===== src/rtl/axi_read_slave_burst.sv =====
// AXI4 read slave with FIXED/INCR/WRAP bursts, fixed-latency memory port and an R-data FIFO.
// Optional address decode with DECERR responses: define AXI_RD_DECERR_EN.
module axi_read_slave_burst #(
  parameter int          ADDR_WIDTH  = 32,
  parameter int          DATA_WIDTH  = 32,
  parameter int          ID_WIDTH    = 4,
  parameter int          MEM_LATENCY = 1,
  parameter int          FIFO_DEPTH  = 4,
  parameter logic [31:0] MEM_BASE    = 32'h0000_0000,
  parameter logic [31:0] MEM_SIZE    = 32'h0001_0000
) (
  input  logic                  clk,
  input  logic                  rst,
  input  logic                  arvalid,
  output logic                  arready,
  input  logic [ADDR_WIDTH-1:0] araddr,
  input  logic [7:0]            arlen,
  input  logic [2:0]            arsize,
  input  logic [1:0]            arburst,
  input  logic [ID_WIDTH-1:0]   arid,
  output logic                  rvalid,
  input  logic                  rready,
  output logic [DATA_WIDTH-1:0] rdata,
  output logic [1:0]            rresp,
  output logic                  rlast,
  output logic [ID_WIDTH-1:0]   rid,
  output logic                  mem_req,
  output logic [ADDR_WIDTH-1:0] mem_addr,
  input  logic [DATA_WIDTH-1:0] mem_rdata
);

  localparam int LG = $clog2(DATA_WIDTH/8);
  localparam int PW = $clog2(FIFO_DEPTH);
  localparam int CW = $clog2(FIFO_DEPTH+1) + 1;
  localparam logic [ADDR_WIDTH-1:0] LANE = ADDR_WIDTH'((1 << LG) - 1);

  typedef enum logic [1:0] {S_IDLE, S_ISSUE, S_DRAIN} state_t;

  state_t                state_q;
  logic                  arready_q, err_q, mem_req_q;
  logic [ADDR_WIDTH-1:0] addr_q, mem_addr_q;
  logic [7:0]            len_q, cnt_q;
  logic [2:0]            size_q;
  logic [1:0]            burst_q;
  logic [ID_WIDTH-1:0]   id_q;

  // Beat tags travel alongside the memory pipe so error beats keep their order.
  logic [MEM_LATENCY:0]  pv_q, pm_q, pl_q;
  logic [1:0]            pr_q [MEM_LATENCY+1];

  logic [DATA_WIDTH-1:0] fd_q [FIFO_DEPTH];
  logic [1:0]            fr_q [FIFO_DEPTH];
  logic [FIFO_DEPTH-1:0] fl_q;
  logic [PW-1:0]         rp_q, wp_q;
  logic [CW-1:0]         count_q, infl_q;

  logic                  pop, push, issue, credit_ok, ar_err, decerr, beat_mem, beat_last;
  logic [1:0]            beat_resp;
  logic [ADDR_WIDTH-1:0] step_d, wrap_mask_d, addr_d;

  assign rvalid = (count_q != '0);
  assign pop    = rvalid & rready;
  assign push   = pv_q[MEM_LATENCY];

  // A slot freed by this cycle's pop can be reused: the new beat lands at least one edge later.
  assign credit_ok = ({1'b0, count_q} + {1'b0, infl_q}) < ((CW+1)'(FIFO_DEPTH) + (CW+1)'(pop));
  assign issue     = (state_q == S_ISSUE) && credit_ok;
  assign beat_last = (cnt_q == len_q);

  assign ar_err = (arsize > 3'(LG)) || (arburst == 2'b11) ||
                  ((arburst == 2'b10) && !((arlen == 8'd1) || (arlen == 8'd3) ||
                                           (arlen == 8'd7) || (arlen == 8'd15)));

`ifdef AXI_RD_DECERR_EN
  logic [ADDR_WIDTH-1:0] offset_d;
  assign offset_d = addr_q - ADDR_WIDTH'(MEM_BASE);
  assign decerr   = !(offset_d < ADDR_WIDTH'(MEM_SIZE));
`else
  logic unused_cfg;
  assign unused_cfg = ^{MEM_BASE, MEM_SIZE};
  assign decerr     = 1'b0;
`endif

  assign beat_resp = err_q ? 2'b10 : (decerr ? 2'b11 : 2'b00);
  assign beat_mem  = (beat_resp == 2'b00);

  always_comb begin
    step_d      = ADDR_WIDTH'(1) << size_q;
    wrap_mask_d = ((ADDR_WIDTH'(len_q) + ADDR_WIDTH'(1)) << size_q) - ADDR_WIDTH'(1);
    case (burst_q)
      2'b00:   addr_d = addr_q;
      2'b10:   addr_d = (addr_q & ~wrap_mask_d) | ((addr_q + step_d) & wrap_mask_d);
      default: addr_d = addr_q + step_d;
    endcase
  end

  always_ff @(posedge clk) begin
    if (rst) begin
      state_q    <= S_IDLE;
      arready_q  <= 1'b0;
      err_q      <= 1'b0;
      mem_req_q  <= 1'b0;
      mem_addr_q <= '0;
      addr_q     <= '0;
      len_q      <= '0;
      cnt_q      <= '0;
      size_q     <= '0;
      burst_q    <= '0;
      id_q       <= '0;
    end else begin
      mem_req_q <= 1'b0;
      case (state_q)
        S_IDLE: begin
          if (arvalid && arready_q) begin
            addr_q    <= araddr;
            len_q     <= arlen;
            size_q    <= arsize;
            burst_q   <= arburst;
            id_q      <= arid;
            err_q     <= ar_err;
            cnt_q     <= '0;
            arready_q <= 1'b0;
            state_q   <= S_ISSUE;
          end else begin
            arready_q <= 1'b1;
          end
        end
        S_ISSUE: begin
          if (issue) begin
            mem_req_q  <= beat_mem;
            mem_addr_q <= addr_q & ~LANE;
            addr_q     <= addr_d;
            if (beat_last) state_q <= S_DRAIN;
            else           cnt_q   <= cnt_q + 8'd1;
          end
        end
        S_DRAIN: begin
          if (pop && rlast) state_q <= S_IDLE;
        end
        default: state_q <= S_IDLE;
      endcase
    end
  end

  always_ff @(posedge clk) begin
    if (rst) begin
      pv_q    <= '0;
      pm_q    <= '0;
      pl_q    <= '0;
      rp_q    <= '0;
      wp_q    <= '0;
      count_q <= '0;
      infl_q  <= '0;
      for (int unsigned i = 0; i < MEM_LATENCY+1; i++) pr_q[i] <= '0;
    end else begin
      pv_q    <= {pv_q[MEM_LATENCY-1:0], issue};
      pm_q    <= {pm_q[MEM_LATENCY-1:0], beat_mem};
      pl_q    <= {pl_q[MEM_LATENCY-1:0], beat_last};
      pr_q[0] <= beat_resp;
      for (int unsigned i = 1; i < MEM_LATENCY+1; i++) pr_q[i] <= pr_q[i-1];

      case ({issue, push})
        2'b10:   infl_q <= infl_q + CW'(1);
        2'b01:   infl_q <= infl_q - CW'(1);
        default: infl_q <= infl_q;
      endcase

      if (push) begin
        fd_q[wp_q] <= pm_q[MEM_LATENCY] ? mem_rdata : '0;
        fr_q[wp_q] <= pr_q[MEM_LATENCY];
        fl_q[wp_q] <= pl_q[MEM_LATENCY];
        wp_q       <= wp_q + PW'(1);
      end
      if (pop) rp_q <= rp_q + PW'(1);

      case ({push, pop})
        2'b10:   count_q <= count_q + CW'(1);
        2'b01:   count_q <= count_q - CW'(1);
        default: count_q <= count_q;
      endcase
    end
  end

  assign arready  = arready_q;
  assign rdata    = rvalid ? fd_q[rp_q] : '0;
  assign rresp    = rvalid ? fr_q[rp_q] : 2'b00;
  assign rlast    = rvalid ? fl_q[rp_q] : 1'b0;
  assign rid      = id_q;
  assign mem_req  = mem_req_q;
  assign mem_addr = mem_addr_q;

  a_no_overflow: assert property (@(posedge clk) disable iff (rst)
    !(push && !pop && (count_q == CW'(FIFO_DEPTH))));

endmodule


===== config.mk =====
export PLATFORM = sky130hd
export DESIGN_NAME = axi_read_slave_burst
export DESIGN_NICKNAME = d
export VERILOG_FILES = /design/src/rtl/axi_read_slave_burst.sv
export SDC_FILE = /design/constraint.sdc
export NUM_CORES = 1
export LEC_CHECK = 0
export CAP_MARGIN = 20
export CELL_PAD_IN_SITES_DETAIL_PLACEMENT = 2
export CELL_PAD_IN_SITES_GLOBAL_PLACEMENT = 2
export CORE_MARGIN = 4
export CORE_UTILIZATION = 39
export CTS_CLUSTER_DIAMETER = 60
export DETAILED_ROUTE_END_ITERATION = 16
export PLACE_DENSITY = 0.82
export SYNTH_ARGS = -nofsm -noshare
export SYNTH_HDL_FRONTEND = slang
export SYNTH_SLANG_ARGS = --single-unit

===== constraint.sdc =====
create_clock -name clk -period 9 [get_ports clk]
set_clock_uncertainty 0.05 [all_clocks]
set_input_delay 2.25 -clock clk [delete_from_list [all_inputs] [get_ports clk]]
set_output_delay 2.25 -clock clk [all_outputs]
set_load 0.05 [all_outputs]

==> run metrics <==
Final #Nets=between 1000 and 1500; total gr overflow=0; initial core utilization=0.3960; WL/cell=24.34 um; largest net degree at the start of global routing=68; number of synthesis warnings=0; CP peak stage delay=720 ps; DIE AREA=34970 um2; Final min period=5670 ps; Post-synth ARST share=0; # hold bufs at CTS=0; vias in the first global route=11000; post_cts resized=0; global routing's busiest layer=met2; FMAX=0.1764 GHz; IO Port Bufs=155; WP data arrival=6020 ps; RSZ-0062 raised after global routing=false; CTS tree=yes; Pwr Density=198.3 nW/um2; GRT Overall Usage=0.2359; drt first pass iters=5; htree depth=1; setup TNS=0 ps; main flop type after synthesis=edfxtp_1; met1 Track Usage GR=0.2902; Max-slew headroom=0.3665; layout cell share with drive strength beyond 1=0.09186; Crit path buffers/inverters=4; Die X=187 um; Yosys cell types=83; crit-path cells=clkdlybuf4s50_1 -> and2_1 -> a21o_1 -> o211ai_1 -> nor2_2 -> buf_4 -> clkinv_1 -> buf_16 -> a21boi_2 -> o21ai_0 -> a221oi_1 -> a311oi_1; root buf cell=clkbuf_16; Slowest-stage cell, CP=a21boi_2; Pleak=roughly 5.3 nW; Iter 0 DRT Violations=between 600 and 700; synthesized area per cell=10.51 um2; DIE HEIGHT=187 um; gpl congestion=0.8010; Post-Place Cells=between 1500 and 2000; placed wire-length estimate=28270 um; DRC errors left=0; # diodes=0; Required @ worst endpoint=9350 ps; worst-path maximum fanout=33; HP Class=reg -> reg; max_cap viols=0; Core ar.=about 32000 um2; met2 Track Usage GR=0.4464; Worst setup SP type=primary input; count of flip-flops with a built-in enable after synthesis=136; max-slew violation count=0; part of the cycle the worst path needs=0.6300; Layout Cells excl Fill=1741; global-route wire length before repair=roughly 66000 um; commonest non-fill, non-tap cell in the layout=nand2_1; Mapped Cells=1189; total CTS buffers=29; synthesized area=12500 um2; via count=roughly 10000; register bit count reported by yosys=250; ANT nets after route=0; CP endpoint kind=flop; CP delay by family, top=compound AO/OA/AOI/OAI gates; CTS max path bufs=3; hold_ws=408.8 ps; Ports=159; worst vdd ir=0.1620 mV; synthesis-to-layout area growth=22.79%; crit path kind=in -> reg; clock sink count=250; CTS clk-pin slew, worst paths=roughly 60 ps; Setup Fix Bufs, Post-CTS=0; initial antenna violation count=1; worst-margin pin slew=950.2 ps; outcome=finished, final reports clean; Final Setup Violations=0; met3 Usage GRT=0.03229; sequential share of the synthesized area=0.5095; clk_lat worst skew=550 ps; most frequent cells in the layout=159 x nand2_1, 154 x clkdlybuf4s50_1, 136 x edfxtp_1; row cnt=65; Final Hold Fails=0; final wirelength=42380 um; Via density=between 5 and 6
## kinds of logic after synthesis
| group | share of synthesized area |
|---|---|
| and+or+nand+nor | 0.1768 |
| AOI/OAI and AO/OA | 0.1422 |
| buffers and inverters | 0.03955 |
| DFF | 0.5095 |
| xor gates and xnor gates | 0.03144 |
| adders and majority gates | 0.03244 |
| muxes | 0.06779 |
| other | 0.0003001 |
## final timing paths
| kind | slack, ps | start | cells past startpoint | end |
|---|---|---|---|---|
| setup / recovery | 3330 | rready | 12 | flop |
| hold / removal | 410 | mem_addr[25] | 2 | mem_addr[25] |
| setup reg to reg | 4370 | count_q[0] | 12 | flop |
| hold reg to reg | 410 | mem_addr[25] | 2 | mem_addr[25] |
## worst reg2reg max path, cell delays in order, from the launching register on
cell and delay (ps):
dfxtp_1 360, ha_1 260, fa_1 410, nor4b_1 440, o211ai_1 260, nor2_2 140, buf_4 370, clkinv_1 510
buf_16 340, a21boi_2 730, o21ai_0 210, a221oi_1 320, a311oi_1 100
## cells in the mapped netlist (11+ instances only)
cell type / number / share of area
o32ai_1: 11 / 0.0077
nand2_1: 159 / 0.048
ha_1: 26 / 0.026
nand3_1: 31 / 0.012
inv_1: 33 / 0.0099
mux4_2: 34 / 0.061
a21oi_1: 99 / 0.040
nand2b_1: 12 / 0.0060
xnor2_1: 28 / 0.020
a211oi_1: 17 / 0.010
nor2_1: 85 / 0.026
nand4_1: 11 / 0.0055
and3_1: 15 / 0.0075
xor2_1: 15 / 0.011
clkbuf_1: 50 / 0.015
nor2b_1: 11 / 0.0055
and2_1: 73 / 0.037
buf_2: 14 / 0.0056
dfxtp_1: 114 / 0.18
edfxtp_1: 136 / 0.33
a21o_1: 12 / 0.0072
o21ai_0: 31 / 0.012
## area by class of cell
class                           instances  area (um2)
Inverter                               34       127.6
Clock buffer                           41       804.5
Multi-Input combinational cell        828        5645
Timing Repair Buffer                  173        1712
Fill cell                            3225       16210
Sequential cell                       250        6369
Tap cell                              402       503.0
Clock inverter                         13       182.7
## where the power goes
group          switching (W)  leakage (nW)  internal (W)
clock network       0.000487         0.483      0.000739
logic               0.000323          2.60      0.000198
registers          0.0000553          2.19       0.00124
## layer usage
| metal | up-vias | routed length, um |
|---|---|---|
| met3 | 42 | 1764 |
| met2 | 227 | 22580 |
| met4 | 2 | 510 |
| met5 | - | 11 |
| li1 | 4600 | - |
| met1 | 5119 | 17510 |
## stage by stage
stage | util | total power [W] | cell area (um2) | worst slack (ps)
3_3_place_gp | 0.4534 | 0.001803 | 14310 | 2378
6_report | 0.4862 | 0.003043 | 15340 | 3330
4_1_cts | 0.4860 | 0.003070 | 15340 | 3337
5_1_grt | 0.4862 | 0.003160 | 15340 | 3113
2_1_floorplan | - | 0.001640 | 12500 | 4215
3_5_place_dp | 0.4547 | 0.001832 | 14350 | 2875
No activity file was read; power rests on OpenSTA's default activity.
